### config.mk
export PLATFORM = sky130hd
export DESIGN_NAME = arc4_key_cracker_flat
export DESIGN_NICKNAME = d
export VERILOG_FILES = /design/src/rtl/arc4_key_cracker_if.sv /design/src/rtl/arc4_key_cracker.sv /design/src/flat_wrapper.sv
export SDC_FILE = /design/constraint.sdc
export NUM_CORES = 1
export LEC_CHECK = 0
export BUFFER_PORTS_ARGS = -buffer_cell sky130_fd_sc_hd__buf_2
export CORE_ASPECT_RATIO = 0.7
export CORE_MARGIN = 2
export CORE_UTILIZATION = 35
export CTS_CLUSTER_SIZE = 40
export DETAILED_ROUTE_END_ITERATION = 8
export PLACE_DENSITY = 0.57
export RECOVER_POWER = 25
export SKIP_LAST_GASP = 1
export SLEW_MARGIN = 20
export SYNTH_ARGS = -nofsm -noshare
export SYNTH_HDL_FRONTEND = slang
export SYNTH_MEMORY_MAX_BITS = 65536
export SYNTH_SLANG_ARGS = --single-unit
### constraint.sdc
create_clock -name CLOCK_50 -period 2 [get_ports CLOCK_50]
set_input_delay 0.2 -clock CLOCK_50 [delete_from_list [all_inputs] [get_ports CLOCK_50]]
set_output_delay 0.2 -clock CLOCK_50 [all_outputs]
set_load 0.02 [all_outputs]
### src/rtl/arc4_key_cracker_if.sv
// rtl/arc4_key_cracker_if.sv - board-side switches, seven-segment displays and LEDs of the ARC4 key cracker
interface arc4_key_cracker_if;
    logic [9:0] SW;
    logic [6:0] HEX0;
    logic [6:0] HEX1;
    logic [6:0] HEX2;
    logic [6:0] HEX3;
    logic [6:0] HEX4;
    logic [6:0] HEX5;
    logic [9:0] LEDR;

    modport master (
        input  SW,
        output HEX0, HEX1, HEX2, HEX3, HEX4, HEX5, LEDR
    );

    modport slave (
        output SW,
        input  HEX0, HEX1, HEX2, HEX3, HEX4, HEX5, LEDR
    );
endinterface

### src/rtl/arc4_key_cracker.sv
// rtl/arc4_key_cracker.sv - brute-force ARC4 24-bit key search with seven-segment result display (option macro: DOUBLE_CRACK_EN)
module arc4_key_cracker (
    input  logic                      CLOCK_50,
    input  logic [3:0]                KEY,
    arc4_key_cracker_if.master        board
);
`ifdef DOUBLE_CRACK_EN
    localparam int NE = 2;
`else
    localparam int NE = 1;
`endif
    // Each engine advances its candidate by the number of engines so the key space is split evenly.
    localparam logic [24:0] STEP  = 25'(NE);
    localparam logic [6:0]  BLANK = 7'b1111111;
    localparam logic [6:0]  DASH  = 7'b0111111;

    typedef enum logic [2:0] {
        ST_IDLE, ST_INIT, ST_KSA, ST_PRGA, ST_NEXT, ST_SUCCESS, ST_EXHAUSTED
    } state_t;

    logic clk;
    logic rst;
    assign clk = CLOCK_50;
    assign rst = KEY[3];

    logic unused_ok;
    assign unused_ok = ^{board.SW, KEY[2:0]};

    // Ciphertext image, loaded from outside the logic; ct[0] is the message length.
    logic [7:0]  ct [0:255];
    logic [23:0] key;
    logic        done_q;
    logic        found_q;

    logic [7:0]           len_w;
    logic [NE-1:0]        pass_w;
    logic [NE-1:0]        exh_w;
    logic [NE-1:0][23:0]  cand_w;

    assign len_w = ct[0];

    for (genvar e = 0; e < NE; e++) begin : g_eng
        state_t      st_q;
        logic [2:0]  ph_q;
        logic [23:0] cand_q;
        logic [7:0]  i_q;
        logic [7:0]  j_q;
        logic [7:0]  n_q;
        logic [7:0]  si_q;
        logic [7:0]  sj_q;
        logic [1:0]  km_q;
        logic [7:0]  s_mem [0:255];
        logic [7:0]  rdata_q;
        logic [7:0]  addr_w;
        logic [7:0]  wdata_w;
        logic        we_w;
        logic [7:0]  kbyte_w;
        logic [7:0]  jksa_w;
        logic [7:0]  p_w;
        logic        prn_w;
        logic [24:0] cand_nx_w;

        assign kbyte_w   = (km_q == 2'd0) ? cand_q[23:16] :
                           (km_q == 2'd1) ? cand_q[15:8]  : cand_q[7:0];
        assign jksa_w    = j_q + rdata_q + kbyte_w;
        assign p_w       = rdata_q ^ ct[n_q];
        assign prn_w     = (p_w >= 8'h20) && (p_w <= 8'h7E);
        assign cand_nx_w = {1'b0, cand_q} + STEP;

        // An empty message accepts the very first candidate straight out of IDLE.
        assign pass_w[e] = !done_q &&
                           (((st_q == ST_IDLE) && (len_w == 8'd0)) ||
                            ((st_q == ST_PRGA) && (ph_q == 3'd5) && prn_w && (n_q == len_w)));
        assign exh_w[e]  = (st_q == ST_EXHAUSTED);
        assign cand_w[e] = cand_q;

        // S port request for the current step: exactly one read or one write per cycle
        always_comb begin
            addr_w  = 8'd0;
            wdata_w = 8'd0;
            we_w    = 1'b0;
            case (st_q)
                ST_INIT: begin
                    addr_w  = i_q;
                    wdata_w = i_q;
                    we_w    = !done_q;
                end
                ST_KSA: begin
                    case (ph_q)
                        3'd0: addr_w = i_q;
                        3'd1: addr_w = jksa_w;
                        3'd2: begin addr_w = i_q; wdata_w = rdata_q; we_w = !done_q; end
                        3'd3: begin addr_w = j_q; wdata_w = si_q;    we_w = !done_q; end
                        default: ;
                    endcase
                end
                ST_PRGA: begin
                    case (ph_q)
                        3'd0: addr_w = i_q + 8'd1;
                        3'd1: addr_w = j_q + rdata_q;
                        3'd2: begin addr_w = i_q; wdata_w = rdata_q; we_w = !done_q; end
                        3'd3: begin addr_w = j_q; wdata_w = si_q;    we_w = !done_q; end
                        3'd4: addr_w = si_q + sj_q;
                        default: ;
                    endcase
                end
                default: ;
            endcase
        end

        // Private single-port S memory with one cycle of read latency
        always_ff @(posedge clk) begin
            if (we_w) begin
                s_mem[addr_w] <= wdata_w;
            end
            rdata_q <= s_mem[addr_w];
        end

        // Candidate walk: INIT, KSA, PRGA/check, then next key; frozen once a result is latched
        always_ff @(posedge clk) begin
            if (rst) begin
                st_q   <= ST_IDLE;
                ph_q   <= 3'd0;
                cand_q <= 24'(e);
                i_q    <= 8'd0;
                j_q    <= 8'd0;
                n_q    <= 8'd0;
                si_q   <= 8'd0;
                sj_q   <= 8'd0;
                km_q   <= 2'd0;
            end else if (!done_q) begin
                case (st_q)
                    ST_IDLE: begin
                        i_q  <= 8'd0;
                        st_q <= (len_w == 8'd0) ? ST_SUCCESS : ST_INIT;
                    end
                    ST_INIT: begin
                        i_q <= i_q + 8'd1;
                        if (i_q == 8'hFF) begin
                            st_q <= ST_KSA;
                            ph_q <= 3'd0;
                            j_q  <= 8'd0;
                            km_q <= 2'd0;
                        end
                    end
                    ST_KSA: begin
                        case (ph_q)
                            3'd0: ph_q <= 3'd1;
                            3'd1: begin si_q <= rdata_q; j_q <= jksa_w; ph_q <= 3'd2; end
                            3'd2: ph_q <= 3'd3;
                            default: begin
                                ph_q <= 3'd0;
                                i_q  <= i_q + 8'd1;
                                km_q <= (km_q == 2'd2) ? 2'd0 : km_q + 2'd1;
                                if (i_q == 8'hFF) begin
                                    st_q <= ST_PRGA;
                                    j_q  <= 8'd0;
                                    n_q  <= 8'd1;
                                end
                            end
                        endcase
                    end
                    ST_PRGA: begin
                        case (ph_q)
                            3'd0: begin i_q <= i_q + 8'd1; ph_q <= 3'd1; end
                            3'd1: begin si_q <= rdata_q; j_q <= j_q + rdata_q; ph_q <= 3'd2; end
                            3'd2: begin sj_q <= rdata_q; ph_q <= 3'd3; end
                            3'd3: ph_q <= 3'd4;
                            3'd4: ph_q <= 3'd5;
                            default: begin
                                ph_q <= 3'd0;
                                if (!prn_w) begin
                                    st_q <= ST_NEXT;
                                end else if (n_q == len_w) begin
                                    st_q <= ST_SUCCESS;
                                end else begin
                                    n_q <= n_q + 8'd1;
                                end
                            end
                        endcase
                    end
                    ST_NEXT: begin
                        i_q <= 8'd0;
                        if (cand_nx_w[24]) begin
                            st_q <= ST_EXHAUSTED;
                        end else begin
                            cand_q <= cand_nx_w[23:0];
                            st_q   <= ST_INIT;
                        end
                    end
                    default: ;
                endcase
            end
        end
    end

    logic        win_w;
    logic [23:0] win_key_w;

    // Pick the reporting engine; on a same-cycle tie the even engine holds the lower key
    always_comb begin
`ifdef DOUBLE_CRACK_EN
        win_w     = |pass_w;
        win_key_w = pass_w[0] ? cand_w[0] : cand_w[1];
`else
        win_w     = pass_w[0];
        win_key_w = cand_w[0];
`endif
    end

    // Latch the first winner, or report exhaustion once every engine has run off the key space
    always_ff @(posedge clk) begin
        if (rst) begin
            key     <= 24'd0;
            done_q  <= 1'b0;
            found_q <= 1'b0;
        end else if (!done_q) begin
            if (win_w) begin
                key     <= win_key_w;
                done_q  <= 1'b1;
                found_q <= 1'b1;
            end else if (&exh_w) begin
                done_q  <= 1'b1;
            end
        end
    end

    function automatic logic [6:0] seg7(input logic [3:0] d);
        case (d)
            4'h0: return 7'h40;
            4'h1: return 7'h79;
            4'h2: return 7'h24;
            4'h3: return 7'h30;
            4'h4: return 7'h19;
            4'h5: return 7'h12;
            4'h6: return 7'h02;
            4'h7: return 7'h78;
            4'h8: return 7'h00;
            4'h9: return 7'h10;
            4'hA: return 7'h08;
            4'hB: return 7'h03;
            4'hC: return 7'h46;
            4'hD: return 7'h21;
            4'hE: return 7'h06;
            default: return 7'h0E;
        endcase
    endfunction

    // Displays: blank while searching, key digits when found, dashes when the space is exhausted
    always_comb begin
        board.HEX0 = BLANK;
        board.HEX1 = BLANK;
        board.HEX2 = BLANK;
        board.HEX3 = BLANK;
        board.HEX4 = BLANK;
        board.HEX5 = BLANK;
        if (done_q && found_q) begin
            board.HEX0 = seg7(key[3:0]);
            board.HEX1 = seg7(key[7:4]);
            board.HEX2 = seg7(key[11:8]);
            board.HEX3 = seg7(key[15:12]);
            board.HEX4 = seg7(key[19:16]);
            board.HEX5 = seg7(key[23:20]);
        end else if (done_q) begin
            board.HEX0 = DASH;
            board.HEX1 = DASH;
            board.HEX2 = DASH;
            board.HEX3 = DASH;
            board.HEX4 = DASH;
            board.HEX5 = DASH;
        end
    end

    assign board.LEDR = {8'd0, found_q, done_q};
endmodule

### src/flat_wrapper.sv
// flat-port wrapper written by rule: the top's interface ports become plain ports
module arc4_key_cracker_flat 
  (CLOCK_50, KEY, board_SW, board_HEX0, board_HEX1, board_HEX2, board_HEX3, board_HEX4, board_HEX5, board_LEDR);
  arc4_key_cracker_if board_i ();
  input  logic CLOCK_50;
  input  logic [3:0] KEY;
  input wire logic [$bits(board_i.SW)-1:0] board_SW;
  output wire logic [$bits(board_i.HEX0)-1:0] board_HEX0;
  output wire logic [$bits(board_i.HEX1)-1:0] board_HEX1;
  output wire logic [$bits(board_i.HEX2)-1:0] board_HEX2;
  output wire logic [$bits(board_i.HEX3)-1:0] board_HEX3;
  output wire logic [$bits(board_i.HEX4)-1:0] board_HEX4;
  output wire logic [$bits(board_i.HEX5)-1:0] board_HEX5;
  output wire logic [$bits(board_i.LEDR)-1:0] board_LEDR;
  assign board_i.SW = board_SW;
  assign board_HEX0 = board_i.HEX0;
  assign board_HEX1 = board_i.HEX1;
  assign board_HEX2 = board_i.HEX2;
  assign board_HEX3 = board_i.HEX3;
  assign board_HEX4 = board_i.HEX4;
  assign board_HEX5 = board_i.HEX5;
  assign board_LEDR = board_i.LEDR;
  arc4_key_cracker u_core (.CLOCK_50(CLOCK_50), .KEY(KEY), .board(board_i));
endmodule
==> results of run 1 <==
==> flip-flops by register name (all words and copies together) (netlist names) <==
| name | count |
|---|---|
| u_core.g_eng.ph_q | 3 |
| u_core.g_eng.st_q | 3 |
| u_core.cand_w | 24 |
| u_core.g_eng.i_q | 8 |
| u_core.done_q | 1 |
==> per-layer routing <==
layer  up-vias  GRT usage  wire length (microns)
met5         -          0                      0
met4         0     0.0489                     34
li1       1004          -                      -
met2        54      0.168                   1710
met1       872      0.194                   2730
met3         2     0.0286                    237
==> synthesized netlist by cell type, types with 3 or more instances <==
cell and count:
and2_1 4, a211oi_1 4, o2111ai_1 6, buf_2 4, inv_1 4, a21oi_1 13
nor2b_1 3, nor4_1 3, nand4_1 11, o21ai_0 7, o211ai_1 3, nor2_1 41
nor3_1 4, nand3_1 9, dfxtp_1 39, or3_1 3, xnor2_1 12, and4_1 6
xor2_1 13, a31oi_1 3, clkbuf_1 9, nand2b_1 3, and3_1 7, nand2_1 15
buf_4 51
==> worst max-delay path, delay by kind of cell, from the launching register on <==
family | cells | cell delay [ns]
flip-flops | 1 | 0.39
AO/OA/AOI/OAI | 2 | 0.26
AND/OR/NAND/NOR | 3 | 0.85
buffers and inverters | 1 | 0.25
==> cell families after synthesis <==
group,Yosys count,synth area share
simple gates,120,0.268
buf+inv,70,0.183
compound gates,46,0.127
flops,39,0.310
xor+xnor,25,0.0869
mux,3,0.0124
fa+ha+maj,2,0.00993
other cells,2,0.00298
==> where the power goes <==
group | internal (mW) | total (mW) | switching, mW
Combinational | 0.0396 | 0.176 | 0.136
Sequential | 0.786 | 0.803 | 0.0162
Clock | 0.404 | 0.697 | 0.292
Total | 1.23 | 1.67 | 0.444
==> worst max-delay path by stage <==
stage | endpoint | depth (start not counted) | slack (ns) | from
final | u_core.cand_w[21] | 6 | 0.17 | u_core.g_eng[0].st_q[0]
after global routing | u_core.cand_w[14] | 6 | 0.01 | u_core.cand_w[0]
after CTS | u_core.cand_w[7] | 7 | 0.07 | u_core.cand_w[0]
after detailed placement | u_core.cand_w[7] | 7 | 0.11 | u_core.cand_w[0]
after global placement | u_core.cand_w[7] | 7 | 0.09 | u_core.cand_w[0]
after floorplan | u_core.cand_w[14] | 6 | 0.33 | u_core.cand_w[0]
==> final cells by class <==
class | instances | area (sq um) | share of cell area
Clock buffer | 6 | 82.6 | 0.0313
Sequential cell | 39 | 781 | 0.296
Inverter | 4 | 15.0 | 0.00568
Timing Repair Buffer | 26 | 164 | 0.0621
Tap cell | 94 | 118 | 0.0445
Clock inverter | 2 | 35.0 | 0.0133
Multi-Input combinational cell | 241 | 1450 | 0.548
==> impl_results.md, run 1 <==
- Unique masters post-synth: 49
- Via count: 1932
- Worst path max stage delay: 0.39 ns
- Worst Setup Start Kind: register
- Final wirelength: 4710 microns
- Grt ovf: 0
- Commonest non-fill, non-tap cell in the layout: conb_1
- Area post-placement: 2530 sq um
- FILL cells: 723
- Setup WS post-layout: 0.174 ns
- Fin. max-slew vios: 0
- Worst hold slack: 0.366 ns
- HPWL Detailed: 3420 microns
- Area delta synth->final: 4.82%
- Syn Inst Count: 307
- Hold Path Class: input pin to register
- First-pass iteration count of the detailed router: 4
- Std-Cell Rows: 25
- Worst reg2reg startpoint: u_core.g_eng[0].st_q[0]
- Crit path DAT: 2.06 ns
- Largest net degree at the start of global routing: 30
- Post-synth ARST share: 0
- Clock skew: 0.0109 ns
- I/O pin cnt: 67
- H-tree depth: 2
- Inserted Clock Buffers: 5
- First-pass GRT wire length: 7910 microns
- # nets final: 334
- Syn avg cell area: 8.21 sq um
- Die Y: 75.0 microns
- Final cell count without fillers: 412
- Post-synth top area share: 0.310
- Hold Vio Cnt, Final: 0
- Post-cts sizing count: 0
- Total Routing Usage GR: 0.127
- Max cap viols: 0
- Vias per inst: 4.69
- Yosys warns: 0
- Crit path capture type: register
- Cell taking the most area after synthesis: dfxtp_1
- Reg2reg end: u_core.cand_w[21]
- Design Power: 1.67 mW
- Hold Path Origin: KEY[3]
- Headroom to the max-slew limit: 0.640
- Pwr dens: 634 nW/um^2
- Placer Congestion: 0.772
- Post-Route Utilization: 0.386
- Most frequent cells in the layout: 45 x conb_1, 41 x nor2_1, 39 x dfxtp_1
- Number of global-route vias before repair: 1616
- Endpoints failing setup: 0
- Antenna violations before repair: 0
- Die Wd: 105 microns
- CTS tree: done
- Outcome: completed
- Worst-case clock buffer depth: 2
- Clock sinks: 39
- Latest clock arrival within the worst-skew pair: 0.29 ns
- Post-CTS Setup Inserts: 0
- Yosys reg bits: 39
- Die area: 7910 sq um
- Wire per inst: 11.4 microns
- Fin area: 2640 sq um
- Worst Hold End: u_core.cand_w[11]
- DR DRC count: 0
- Reg2reg path depth: 6
- Unrepaired setup endpoints after global routing: no
- Critical Path, Cell by Cell: nor4b_4 -> buf_4 -> and2_1 -> o211ai_1 -> or3_1 -> a21oi_1
- Critical path's slowest cell: dfxtp_1
- Antenna-violating nets left: 0
- Peak VDD IR: 0.332 mV
- Share of cells above drive strength 1: 0.119
- Sequential area share after synthesis: 0.310
- Root Driver: clkbuf_8
- Worst Path Required: 2.23 ns
- Inserted Diodes: 0
- Initial DRC Count: 86
- Worst reg2reg setup slack: 0.17 ns
- Cts hold-fix bufs: 0
- Fmax: 548 MHz
- Ys flop type: dfxtp_1
- Synth area leaders: dfxtp_1 31%, buf_4 15%, nor2_1 6.1%, xor2_1 4.5%, xnor2_1 4.2%
- Core area: 6850 sq um
- Number of synthesized flops with an enable pin: 0
- Synthesized area: 2520 sq um
- Worst slew pin tran: 0.540 ns
- Final worst path period need: 1.83 ns
- Crit-path max FO: 12
- Fin crit share: 0.913
- Static Leak: 0.999 nW
- CP Class: register to register
- Setup TNS Final: 0 ns
- Starting Density: 0.368
- Dpl cells: 404
- Place WS: 0.112 ns
- Clock-pin slew on the worst setup and hold paths: 0.08 ns
- PortBufs: 8
- Cells on Worst Hold Path: 2
Power figures use the tool's default switching activity.
==> run 2: changes to the inputs <==
==> constraint.sdc (replaced) <==
create_clock -name CLOCK_50 -period 2 [get_ports CLOCK_50]
set_input_delay 0 -clock CLOCK_50 [delete_from_list [all_inputs] [get_ports CLOCK_50]]
set_output_delay 0 -clock CLOCK_50 [all_outputs]
set_load 0.02 [all_outputs]
==> run 2 against run 1 <==
  * Setup slack lost 0.046 ns
  * Combinational power shrank 3%
  * Count of clock-buffer cells in the layout is the same
  * Flip-flop and latch count is the same
  * Hold slack lost 0.19 ns
  * Clock skew grew 0.00099 ns
  * Clock power shrank 2%
  * Global-route usage grew 0.13 points
  * Sequential power grew 0.5%
  * Power shrank 0.75%
  * Fmax shrank 2.5%
  * Largest cell class unchanged
==> impl_results.md, run 2 (same netlist as run 1, synthesis figures left out) <==
- Outcome: completed
- Max cap viols: 0
- # nets final: 333
- Worst slew pin tran: 0.556 ns
- Critical path origin: u_core.g_eng[0].st_q[0]
- M1 GR Usage: 0.198
- H-tree depth: 2
- Pwr dens: 631 nW/um^2
- FILL cells: 710
- Starting Density: 0.368
- Reg2reg end: u_core.cand_w[21]
- Initial DRC Count: 59
- Clock sinks: 39
- Post-CTS Setup Inserts: 0
- Worst hold slack: 0.175 ns
- Dpl cells: 403
- CP endpoint: u_core.cand_w[21]
- Reg2reg path depth: 6
- Peak VDD IR: 0.357 mV
- Static Leak: 0.994 nW
- Final worst path period need: 1.87 ns
- Clock-pin slew on the worst setup and hold paths: 0.08 ns
- Std-Cell Rows: 25
- Largest net degree at the start of global routing: 30
- Area delta synth->final: 4.52%
- Inserted Diodes: 0
- HPWL Detailed: 3380 microns
- First-pass GRT wire length: 8040 microns
- DR DRC count: 0
- First-pass iteration count of the detailed router: 4
- Commonest non-fill, non-tap cell in the layout: conb_1
- Multi-input gate area: 1450 sq um
- Setup TNS Final: 0 ns
- Cells on Worst Hold Path: 2
- Fin. max-slew vios: 0
- Core area: 6850 sq um
- Vias per inst: 4.79
- Register Area: 781 sq um
- Inserted Clock Buffers: 5
- Wire per inst: 11.5 microns
- Final wirelength: 4720 microns
- Met3 usage: 0.0303
- Antenna-violating nets left: 0
- Final cell count without fillers: 411
- Die Wd: 105 microns
- Max reg flops: 24
- Root Driver: clkbuf_8
- Clock skew: 0.0119 ns
- Latest clock arrival within the worst-skew pair: 0.29 ns
- Number of global-route vias before repair: 1655
- Headroom to the max-slew limit: 0.629
- Grt ovf: 0
- Die area: 7910 sq um
- Gr busiest metal: met1
- M2 GR Usage: 0.166
- Worst reg2reg startpoint: u_core.g_eng[0].st_q[0]
- Die Y: 75.0 microns
- Crit path DAT: 2.10 ns
- Endpoints failing setup: 0
- Placer Congestion: 0.780
- Worst Path Required: 2.22 ns
- Crit path capture type: register
- Unrepaired setup endpoints after global routing: yes
- Total Routing Usage GR: 0.128
- Most frequent cells in the layout: 45 x conb_1, 41 x nor2_1, 39 x dfxtp_1
- Crit-path max FO: 12
- Fmax: 534 MHz
- Hold Vio Cnt, Final: 0
- CP Class: register to register
- CTS tree: done
- Worst Setup Start Kind: register
- Worst reg2reg setup slack: 0.13 ns
- PortBufs: 8
- Fin crit share: 0.936
- Share of cells above drive strength 1: 0.120
- Antenna violations before repair: 0
- Worst-case clock buffer depth: 2
- Via count: 1968
- Hold Path Class: input pin to register
- I/O pin cnt: 67
run 2: cell types whose count changed in the layout (fill, tap and decap cells not counted), sizes merged:
cell	previous run	this run
buf	19	18
run 2: report_power, final:
part           total, mW  switching (mW)  internal, mW
clock network      0.684           0.280         0.404
logic              0.171           0.131        0.0401
registers          0.807          0.0205         0.786
run 2: stage by stage:
stage	worst slack, ns	power (mW)	util	cell area, sq um
final	0.128	1.66	0.384	2630
after global routing	-0.00203	1.75	0.384	2630
after CTS	0.0829	1.69	0.385	2640
after detailed placement	0.129	0.992	0.368	2520
after global placement	0.0963	0.992	0.368	2520
after floorplan	0.330	1.03	-	2680
run 2: repair_timing:
item,in CTS,in global routing
hold buffers,0,0
endpoints found under the setup margin,0,13
resized for setup,0,1
run 2: per-layer routing:
metal,share of wire,up-vias
met5,0,-
met4,0.011,0
met3,0.055,5
met2,0.37,55
met1,0.57,909
li1,-,999
run 2: worst min-delay path by stage:
stage / start / end
floorplan: KEY[3] / u_core.cand_w[14]
CTS: KEY[3] / u_core.cand_w[15]
detailed placement: u_core.g_eng[0].i_q[1] / u_core.g_eng[0].i_q[1]
global placement: u_core.g_eng[0].i_q[1] / u_core.g_eng[0].i_q[1]
finish: KEY[3] / u_core.cand_w[11]
global route: KEY[3] / u_core.cand_w[0]
run 2: area by class of cell:
class,count,area share
inverters,4,0.00570
well taps,94,0.0447
clock inverters,2,0.0133
repair buffers,25,0.0594
multi-input cells,241,0.549
flip-flops and latches,39,0.296
clock buffers,6,0.0314
run 2: worst max-delay path, stage by stage, from the launching register on:
cell      delay [ns]
dfxtp_1         0.42
nor4b_4         0.35
buf_4           0.24
and2_1          0.18
o211ai_1        0.13
or3_1           0.32
a21oi_1         0.16
==> run 3: changes to the inputs <==
- CTS_BUF_LIST: default -> sky130_fd_sc_hd__clkbuf_4 sky130_fd_sc_hd__clkbuf_8
- PLACE_DENSITY: 0.57 -> default
- PLACE_DENSITY_LB_ADDON: default -> 0.3
- SETUP_SLACK_MARGIN: default -> 0.5
==> run 3 against run 2 <==
  * Routed wire length up 19%
  * Design area grew 23%
  * Sequential share of layout area is 4.5 points lower
  * Highest routed layer unchanged
  * Clock skew up 0.0039 ns
==> impl_results.md, run 3 (same netlist as run 1, synthesis figures left out) <==
- Crit path DAT: 1.98 ns
- Part of the power in registers: 0.512
- Most frequent cells in the layout: 45 x conb_1, 39 x nor2_1, 30 x buf_4
- Largest net degree at the start of global routing: 31
- Headroom to the max-slew limit: 0.620
- Worst Setup Start Kind: register
- Std-Cell Rows: 25
- Clock sinks: 39
- Root Driver: clkbuf_8
- Die Y: 75.0 microns
- Number of global-route vias before repair: 1850
- Endpoints failing setup: 0
- First-pass GRT wire length: 9090 microns
- Vias per inst: 4.82
- Worst Path Required: 2.24 ns
- Share of cells above drive strength 1: 0.362
- PortBufs: 8
- Fmax: 572 MHz
- Setup WS post-layout: 0.251 ns
- Switching share of power: 0.297
- Antenna-violating nets left: 0
- Final cell count without fillers: 439
- Worst reg2reg setup slack: 0.25 ns
- Reg2reg end: u_core.g_eng[0].i_q[5]
- Area post-placement: 2570 sq um
- CP endpoint: u_core.g_eng[0].i_q[5]
- Clock skew: 0.0158 ns
- Pwr dens: 482 nW/um^2
- DR DRC count: 0
- Clock Power Share: 0.355
- Cts hold-fix bufs: 0
- Commonest non-fill, non-tap cell in the layout: conb_1
- Critical path origin: u_core.g_eng[0].st_q[0]
- Crit path capture type: register
- Combinational fraction of design power: 0.133
- Starting Density: 0.368
- Inserted Diodes: 0
- Hold Vio Cnt, Final: 0
- HPWL Detailed: 3530 microns
- I/O pin cnt: 67
- First-pass iteration count of the detailed router: 4
- Reg2reg path depth: 5
- CTS tree: done
- Pint: 1.09 mW
- Die Wd: 105 microns
- Via count: 2114
- Worst reg2reg startpoint: u_core.g_eng[0].st_q[0]
- Max reg flops: 24
- Latest clock arrival within the worst-skew pair: 0.29 ns
- Worst slew pin tran: 0.570 ns
- Hold Path Class: input pin to register
- Clock-pin slew on the worst setup and hold paths: 0.09 ns
- Place WS: 0.213 ns
- Core area: 6850 sq um
- H-tree depth: 2
- Area delta synth->final: 28.1%
- FILL cells: 679
- Total Routing Usage GR: 0.142
- Crit-path max FO: 5
- Wire per inst: 12.8 microns
- Final worst path period need: 1.75 ns
- Worst-case clock buffer depth: 2
- Final wirelength: 5620 microns
- Static Leak: 1.24 nW
- Peak VDD IR: 0.221 mV
- Grt ovf: 0
- Fin. max-slew vios: 0
- Dpl cells: 399
- CP Class: register to register
- Fin area: 3230 sq um
- Antenna violations before repair: 0
- Fin crit share: 0.874
- Initial DRC Count: 79
- Placer Congestion: 0.782
- Switching power: 0.462 mW
- Die area: 7910 sq um
- Setup TNS Final: 0 ns
- Unrepaired setup endpoints after global routing: yes
- Inserted Clock Buffers: 5
- Max cap viols: 0
- Outcome: completed
- Worst hold slack: 0.182 ns
- # nets final: 361
## run 3: worst min-delay path by stage
| stage | from | to | slack, ns | depth (start not counted) |
|---|---|---|---|---|
| after floorplan | KEY[3] | u_core.cand_w[14] | 0.39 | 3 |
| after detailed placement | u_core.g_eng[0].i_q[1] | u_core.g_eng[0].i_q[1] | 0.47 | 2 |
| after global routing | KEY[3] | u_core.cand_w[19] | 0.21 | 2 |
| final | KEY[3] | u_core.cand_w[4] | 0.18 | 2 |
| after global placement | u_core.g_eng[0].i_q[1] | u_core.g_eng[0].i_q[1] | 0.46 | 2 |
| after CTS | KEY[3] | u_core.cand_w[17] | 0.18 | 2 |
## run 3: layout make-up
class                      count  area [sq um]  share of cell area
multi-input combinational    242          1780               0.550
clock inverter                 2          12.5             0.00388
inverter                       4          15.0             0.00465
timing repair buffer          52           420               0.130
tap                           94           118              0.0364
clock buffer                   6          76.3              0.0236
sequential                    39           811               0.251
## run 3: power groups by stage
stage | logic (mW) | clock network, mW | registers (mW)
5_1_grt | 0.222 | 0.602 | 0.799
6_report | 0.207 | 0.552 | 0.797
3_5_place_dp | 0.163 | 0 | 0.824
4_1_cts | 0.197 | 0.566 | 0.801
3_3_place_gp | 0.162 | 0 | 0.823
2_1_floorplan | 0.216 | 0 | 0.813
## run 3: worst max-delay path, cell delays in order, from the launching register on
cell and delay, ns:
dfxtp_1 0.48, or4b_4 0.51, o211ai_4 0.12, nand3_4 0.12, or3_4 0.34, a21oi_2 0.11
## run 3: per-stage QoR
stage	util	total power [mW]
5_1_grt	0.471	1.62
4_1_cts	0.442	1.56
3_5_place_dp	0.376	0.987
6_report	0.471	1.56
3_3_place_gp	0.376	0.985
2_1_floorplan	-	1.03
## run 3: repair_timing
action | in CTS | in global routing
pin swaps | 34 | 21
setup endpoints to repair | 35 | 38
gates cloned | 1 | 0
setup buffers | 21 | 10
gates resized for setup | 54 | 30
## run 3: per-layer routing
metal	vias up	global-route usage	wire length (microns)	share of wire
li1	1063	-	-	-
met1	1009	0.211	2840	0.51
met2	40	0.213	2580	0.46
met3	2	0.0286	187	0.033
met4	0	0.0267	11	0.0020
met5	-	0	0	0
